--- config.mk ---
export PLATFORM = sky130hd
export DESIGN_NAME = line_mem_requester
export DESIGN_NICKNAME = d
export VERILOG_FILES = /design/src/rtl/line_mem_pkg.sv /design/src/rtl/line_prefetch_buf.sv /design/src/rtl/line_mem_requester.sv
export SDC_FILE = /design/constraint.sdc
export NUM_CORES = 1
export LEC_CHECK = 0
export ABC_AREA = 1
export CAP_MARGIN = 20
export CORE_AREA = 4 4 223 225
export DETAILED_ROUTE_END_ITERATION = 8
export DIE_AREA = 0 0 227 229
export GPL_ROUTABILITY_DRIVEN = 0
export HOLD_SLACK_MARGIN = 0.06
export SYNTH_ARGS = -nofsm -noshare
export SYNTH_HDL_FRONTEND = slang
export SYNTH_SLANG_ARGS = --single-unit
--- constraint.sdc ---
create_clock -name clock -period 21.4 [get_ports clock]
set_input_delay 6.42 -clock clock [delete_from_list [all_inputs] [get_ports clock]]
set_output_delay 6.42 -clock clock [all_outputs]
set_load 0.02 [all_outputs]
--- src/rtl/line_mem_pkg.sv ---
// rtl/line_mem_pkg.sv - shared types, line geometry and range check for the line memory requester
package line_mem_pkg;

  typedef enum logic [1:0] {
    IDLE      = 2'd0,
    ACCESS    = 2'd1,
    RESP      = 2'd2,
    PF_ACCESS = 2'd3
  } state_e;

  localparam int         LINE_BYTES = 16;
  localparam int         LINE_W     = 128;
  localparam int         OFFSET_W   = $clog2(LINE_BYTES);
  localparam logic [1:0] MTYPE_LINE = 2'b11;

  // Bits [addr_w-2 : mem_aw] must be zero; the top bit is an uncached alias and is not checked.
  function automatic logic in_range(input logic [63:0] addr, input int addr_w, input int mem_aw);
    logic ok;
    ok = 1'b1;
    for (int i = 0; i < 64; i++) begin
      if (i >= mem_aw && i <= addr_w - 2 && addr[i]) ok = 1'b0;
    end
    return ok;
  endfunction

endpackage

--- src/rtl/line_prefetch_buf.sv ---
// rtl/line_prefetch_buf.sv - one-entry next-line buffer {valid,tag,data}; built only with NEXT_LINE_PREFETCH_EN
`ifdef NEXT_LINE_PREFETCH_EN
module line_prefetch_buf
  import line_mem_pkg::*;
#(
  parameter int TAG_W = 27
) (
  input  logic              clock,
  input  logic              reset,
  input  logic              fill,
  input  logic [TAG_W-1:0]  fill_tag,
  input  logic [LINE_W-1:0] fill_data,
  input  logic [TAG_W-1:0]  lookup_tag,
  input  logic              inval,
  output logic              hit,
  output logic [LINE_W-1:0] hit_data
);

  logic              valid;
  logic [TAG_W-1:0]  tag;
  logic [LINE_W-1:0] data;

  assign hit      = valid && (tag == lookup_tag);
  assign hit_data = data;

  always_ff @(posedge clock or posedge reset) begin
    if (reset) begin
      valid <= 1'b0;
      tag   <= '0;
      data  <= '0;
    end else if (fill) begin
      valid <= 1'b1;
      tag   <= fill_tag;
      data  <= fill_data;
    end else if (inval && hit) begin
      valid <= 1'b0;
    end
  end

endmodule
`endif

--- src/rtl/line_mem_requester.sv ---
// rtl/line_mem_requester.sv - one-at-a-time cache line read/write initiator for the 128-bit line RAM
// Optional next-line prefetch buffer enabled by defining NEXT_LINE_PREFETCH_EN.
module line_mem_requester
  import line_mem_pkg::*;
#(
  parameter int ADDR_W     = 32,
  parameter int LINE_BYTES = 16,
  parameter int MEM_BYTES  = 512,
  parameter int MEM_LAT    = 0
) (
  input  logic              clock,
  input  logic              reset,
  input  logic              req_valid,
  output logic              req_ready,
  input  logic              req_wen,
  input  logic [ADDR_W-1:0] req_addr,
  input  logic [LINE_W-1:0] req_wdata,
  output logic              resp_valid,
  input  logic              resp_ready,
  output logic [LINE_W-1:0] resp_rdata,
  output logic              resp_err,
  output logic [ADDR_W-1:0] mem_addr,
  output logic [LINE_W-1:0] mem_din,
  output logic              mem_we,
  output logic [1:0]        mem_mtype,
  input  logic [LINE_W-1:0] mem_dout
);

  localparam int                MEM_AW     = $clog2(MEM_BYTES);
  localparam int                LINE_OFF_W = $clog2(LINE_BYTES);
  localparam logic [ADDR_W-1:0] ALIGN_MASK = ~ADDR_W'(LINE_BYTES - 1);
  localparam logic [3:0]        LAT        = 4'(MEM_LAT);

  state_e            state;
  logic [3:0]        cnt;
  logic [ADDR_W-1:0] addr_q;
  logic              wen_q;
  logic              err_q;
  logic [LINE_W-1:0] wdata_q;

  logic              req_fire;
  logic              resp_fire;
  logic              last_cycle;
  logic [ADDR_W-1:0] req_line;
  logic [ADDR_W-1:0] next_line;
  logic              req_err;
  logic              next_ok;

  // Gate with reset so the requester never advertises readiness while held in reset.
  assign req_ready  = (state == IDLE) && !reset;
  assign req_fire   = req_valid && req_ready;
  assign resp_valid = (state == RESP);
  assign resp_fire  = resp_valid && resp_ready;
  assign last_cycle = (cnt == 4'd0);
  assign req_line   = req_addr & ALIGN_MASK;
  assign req_err    = !in_range(64'(req_line), ADDR_W, MEM_AW);
  assign next_line  = addr_q + ADDR_W'(LINE_BYTES);
  assign next_ok    = !wen_q && !err_q && in_range(64'(next_line), ADDR_W, MEM_AW);

  assign mem_mtype = MTYPE_LINE;
  assign mem_addr  = (state == ACCESS || state == PF_ACCESS) ? addr_q : '0;
  assign mem_din   = (state == ACCESS) ? wdata_q : '0;
  // cnt still holds its load value only in the first ACCESS cycle
  assign mem_we    = (state == ACCESS) && wen_q && !err_q && (cnt == LAT);

  logic              pf_hit;
  logic [LINE_W-1:0] pf_data;

`ifdef NEXT_LINE_PREFETCH_EN
  localparam bit PF_EN = 1'b1;

  logic pf_fill;
  logic pf_inval;

  assign pf_fill  = (state == PF_ACCESS) && last_cycle;
  assign pf_inval = req_fire && req_wen;

  // Tags drop the alias bit so an aliased address still matches its RAM line.
  line_prefetch_buf #(
    .TAG_W(ADDR_W - 1 - LINE_OFF_W)
  ) u_prefetch_buf (
    .clock      (clock),
    .reset      (reset),
    .fill       (pf_fill),
    .fill_tag   (addr_q[ADDR_W-2:LINE_OFF_W]),
    .fill_data  (mem_dout),
    .lookup_tag (req_line[ADDR_W-2:LINE_OFF_W]),
    .inval      (pf_inval),
    .hit        (pf_hit),
    .hit_data   (pf_data)
  );
`else
  localparam bit PF_EN = 1'b0;

  assign pf_hit  = 1'b0;
  assign pf_data = '0;
`endif

  always_ff @(posedge clock or posedge reset) begin
    if (reset) begin
      state      <= IDLE;
      cnt        <= '0;
      addr_q     <= '0;
      wen_q      <= 1'b0;
      err_q      <= 1'b0;
      wdata_q    <= '0;
      resp_rdata <= '0;
      resp_err   <= 1'b0;
    end else begin
      case (state)
        IDLE: begin
          if (req_fire) begin
            addr_q  <= req_line;
            wen_q   <= req_wen;
            wdata_q <= req_wdata;
            err_q   <= req_err;
            cnt     <= LAT;
            if (!req_wen && pf_hit) begin
              state      <= RESP;
              resp_rdata <= pf_data;
              resp_err   <= 1'b0;
            end else begin
              state <= ACCESS;
            end
          end
        end
        ACCESS: begin
          if (last_cycle) begin
            state      <= RESP;
            resp_rdata <= (wen_q || err_q) ? '0 : mem_dout;
            resp_err   <= err_q;
          end else begin
            cnt <= cnt - 4'd1;
          end
        end
        RESP: begin
          if (resp_fire) begin
            if (PF_EN && next_ok) begin
              state  <= PF_ACCESS;
              addr_q <= next_line;
              cnt    <= LAT;
            end else begin
              state <= IDLE;
            end
          end
        end
        PF_ACCESS: begin
          if (last_cycle) state <= IDLE;
          else            cnt   <= cnt - 4'd1;
        end
        default: state <= IDLE;
      endcase
    end
  end

endmodule
==> impl_results.md <==
- Slowest-stage cell, CP: clkdlybuf4s50_1
- Max transition margin: 0.363
- Top delay family on crit path: buffers and inverters
- Clock sinks: 293
- Via count: 11400
- Cell variety after synth: 21
- Worst Tran Pin Value: 0.955 ns
- Critical Path Stages: 5
- Tmin final: 14.74 ns
- Core Area: 47500 um^2
- Lkg Pwr: 9.37 nW
- Clock-pin slew on the worst setup and hold paths: 0.06 ns
- Inserted Clock Buffers: 36
- Data arrival, critical path: 8.32 ns
- Die Width: 227 um
- Layout cells sized above 1: 0.0345
- WP buf/inv: 4
- Top cell by count, worst path: clkdlybuf4s50_1
- GRT overflow: 0
- CP Cell Sequence: clkdlybuf4s50_1 > inv_8 > nand2_1 > inv_1 > clkdlybuf4s50_1
- Endpoints failing setup: 0
- Buffers on Ports: 576
- Worst clock skew: 0.0126 ns
- Worst setup SP type: input pin
- Hold Path Class: register to register
- Initial Util: 0.264
- Post-CTS Setup Inserts: 0
- First-pass GRT wire length: 66800 um
- Cell count of the worst reg-to-reg path: 9
- Pwr Total: 0.00248 W
- Area Overhead vs Synth: 57.0%
- Largest net degree at the start of global routing: 127
- Post-Synthesis Cells: 1505
- Maximum root-to-sink buffer count: 3
- Filler Cells Inserted: 4769
- Synthesized flop and latch total: 293
- Maximum VDD drop: 61.3 uV
- Worst setup EP type: primary output
- Die Ht: 229 um
- Post-DR wirelength/cell: 16.3 um
- Data required, critical path: 14.98 ns
- Clk root buf: clkbuf_16
- GRT Total Usage: 0.161
- Fin crit share: 0.689
- DIE AREA: 52000 um^2
- Clk Latency, worst-skew pair: 0.52 ns
- Post-cts sizing count: 0
- Syn_area_per_cell: 8.33 um^2
- H-tree depth: 2
- CP peak stage delay: 0.60 ns
- Hold path cells: 2
- Vias per inst: 4.28
- CTS tree: yes
- Initial DRC Count: 643
- ANT nets after route: 0
- Vias in the first global route: 11600
- WL final: 43400 um
- Fin. max-slew vios: 0
- Hold Vio Cnt, Final: 0
- Syn Std Cell Area: 12500 um^2
- DRC: 0
- Initial antenna violation count: 2
- Critical path class: input pin to primary output
- Dpl hpwl: 31300 um
- Hold buffer count at CTS: 0
- Top Ports: 587
- Sequential cell area fraction in the yosys report: 0.585
- Worst hold margin: 0.475 ns
- Fmax achieved: 67.9 MHz
- PwrDens: 126 nW/um^2
- Synth warn: 0
- Crit Path Max Fanout: 96
- Layout Nets: 2330
- FP Rows: 80
- RSZ-0062 raised after global routing: no
- Max-Cap Viols: 0
- Setup TNS: 0 ns
- Detailed Routing Iterations Pass 1: 5
- Status: completed
==> cells in the final DEF, fill, tap and decap left out, types with 8 or more instances in the layout <==
cell and instances:
buf_4 12, clkbuf_1 9, clkbuf_16 37, clkbuf_8 8, clkdlybuf4s50_1 576, dfrtp_1 293
inv_1 165, nand2_1 518, nand3_1 133, nor2_1 148, o21ai_0 28, o21ai_1 105
==> path summary, 6_finish.rpt <==
path | from | endpoint | slack (ns)
setup / recovery | reset | req_ready | 6.66
hold / removal | resp_rdata[1] | resp_rdata[1] | 0.47
setup reg to reg | state[0] | wdata_q[14] | 17.72
hold reg to reg | resp_rdata[1] | resp_rdata[1] | 0.47
max in group asynchronous | reset | resp_rdata[44] | 12.74
min in group asynchronous | reset | addr_q[4] | 6.47
==> report_power, final <==
group | switching [W] | internal [W]
sequential | 0.0000872 | 0.000774
combinational | 0.000608 | 0.000432
clock | 0.000232 | 0.000342
==> cell type report <==
| type | instances | area (um^2) | area share |
|---|---|---|---|
| Clock buffer | 54 | 1070 | 0.0544 |
| Clock inverter | 4 | 22.5 | 0.00114 |
| Sequential cell | 293 | 7330 | 0.373 |
| Tap cell | 615 | 769 | 0.0391 |
| Multi-Input combinational cell | 947 | 3950 | 0.201 |
| Inverter | 169 | 652 | 0.0331 |
| Antenna cell | 1 | 2.50 | 0.000127 |
| Timing Repair Buffer | 589 | 5880 | 0.299 |
==> metrics by stage <==
step	instances	instance area, um^2	worst slack [ns]	utilization
finish	2672	19700	6.66	0.414
global route	2672	19700	6.49	0.414
CTS	2670	19700	6.61	0.413
detailed placement	2612	18600	6.62	0.390
global placement	2612	18600	6.57	0.390
floorplan	1509	12500	1.95	-
==> worst min-delay path, stage by stage (launching register included) <==
cell     delay [ns]
dfrtp_1        0.34
nand2_1        0.05
nand2_1        0.05
==> metal layers <==
| metal | vias up | global-route usage | share of wire |
|---|---|---|---|
| met3 | 66 | 0.0487 | 0.083 |
| met4 | 0 | 0.0541 | 0.029 |
| met2 | 393 | 0.275 | 0.50 |
| li1 | 5633 | - | - |
| met5 | - | 0 | 0 |
| met1 | 5350 | 0.193 | 0.39 |
==> state kept, by name (all words and copies together) (netlist names) <==
signal / flops
err_q: 1
wen_q: 1
resp_err: 1
cnt: 4
wdata_q: 128
state: 2
addr_q: 28
resp_rdata: 128
==> cell usage after synthesis, drive strengths merged <==
master  instances  area [um^2]
inv           169          637
o21ai         133          666
o22ai           1         6.26
buf            74          554
dfrtp         293         7330
clkbuf         26         97.6
nand2         519         1950
a31oi           1         6.26
nand3b          1         7.51
nand3         134          683
ha              1         12.5
nor2          151          577
conb            2         7.51
==> logic make-up after synthesis <==
family                   count (synthesis)  synth area share
AND/OR/NAND/NOR                        805             0.257
adder cells (fa/ha/maj)                  1          0.000998
buffers and inverters                  269             0.103
other                                    2          0.000599
flip-flops                             293             0.585
AO/OA/AOI/OAI                          135            0.0541
No activity file was read; power rests on OpenSTA's default activity.
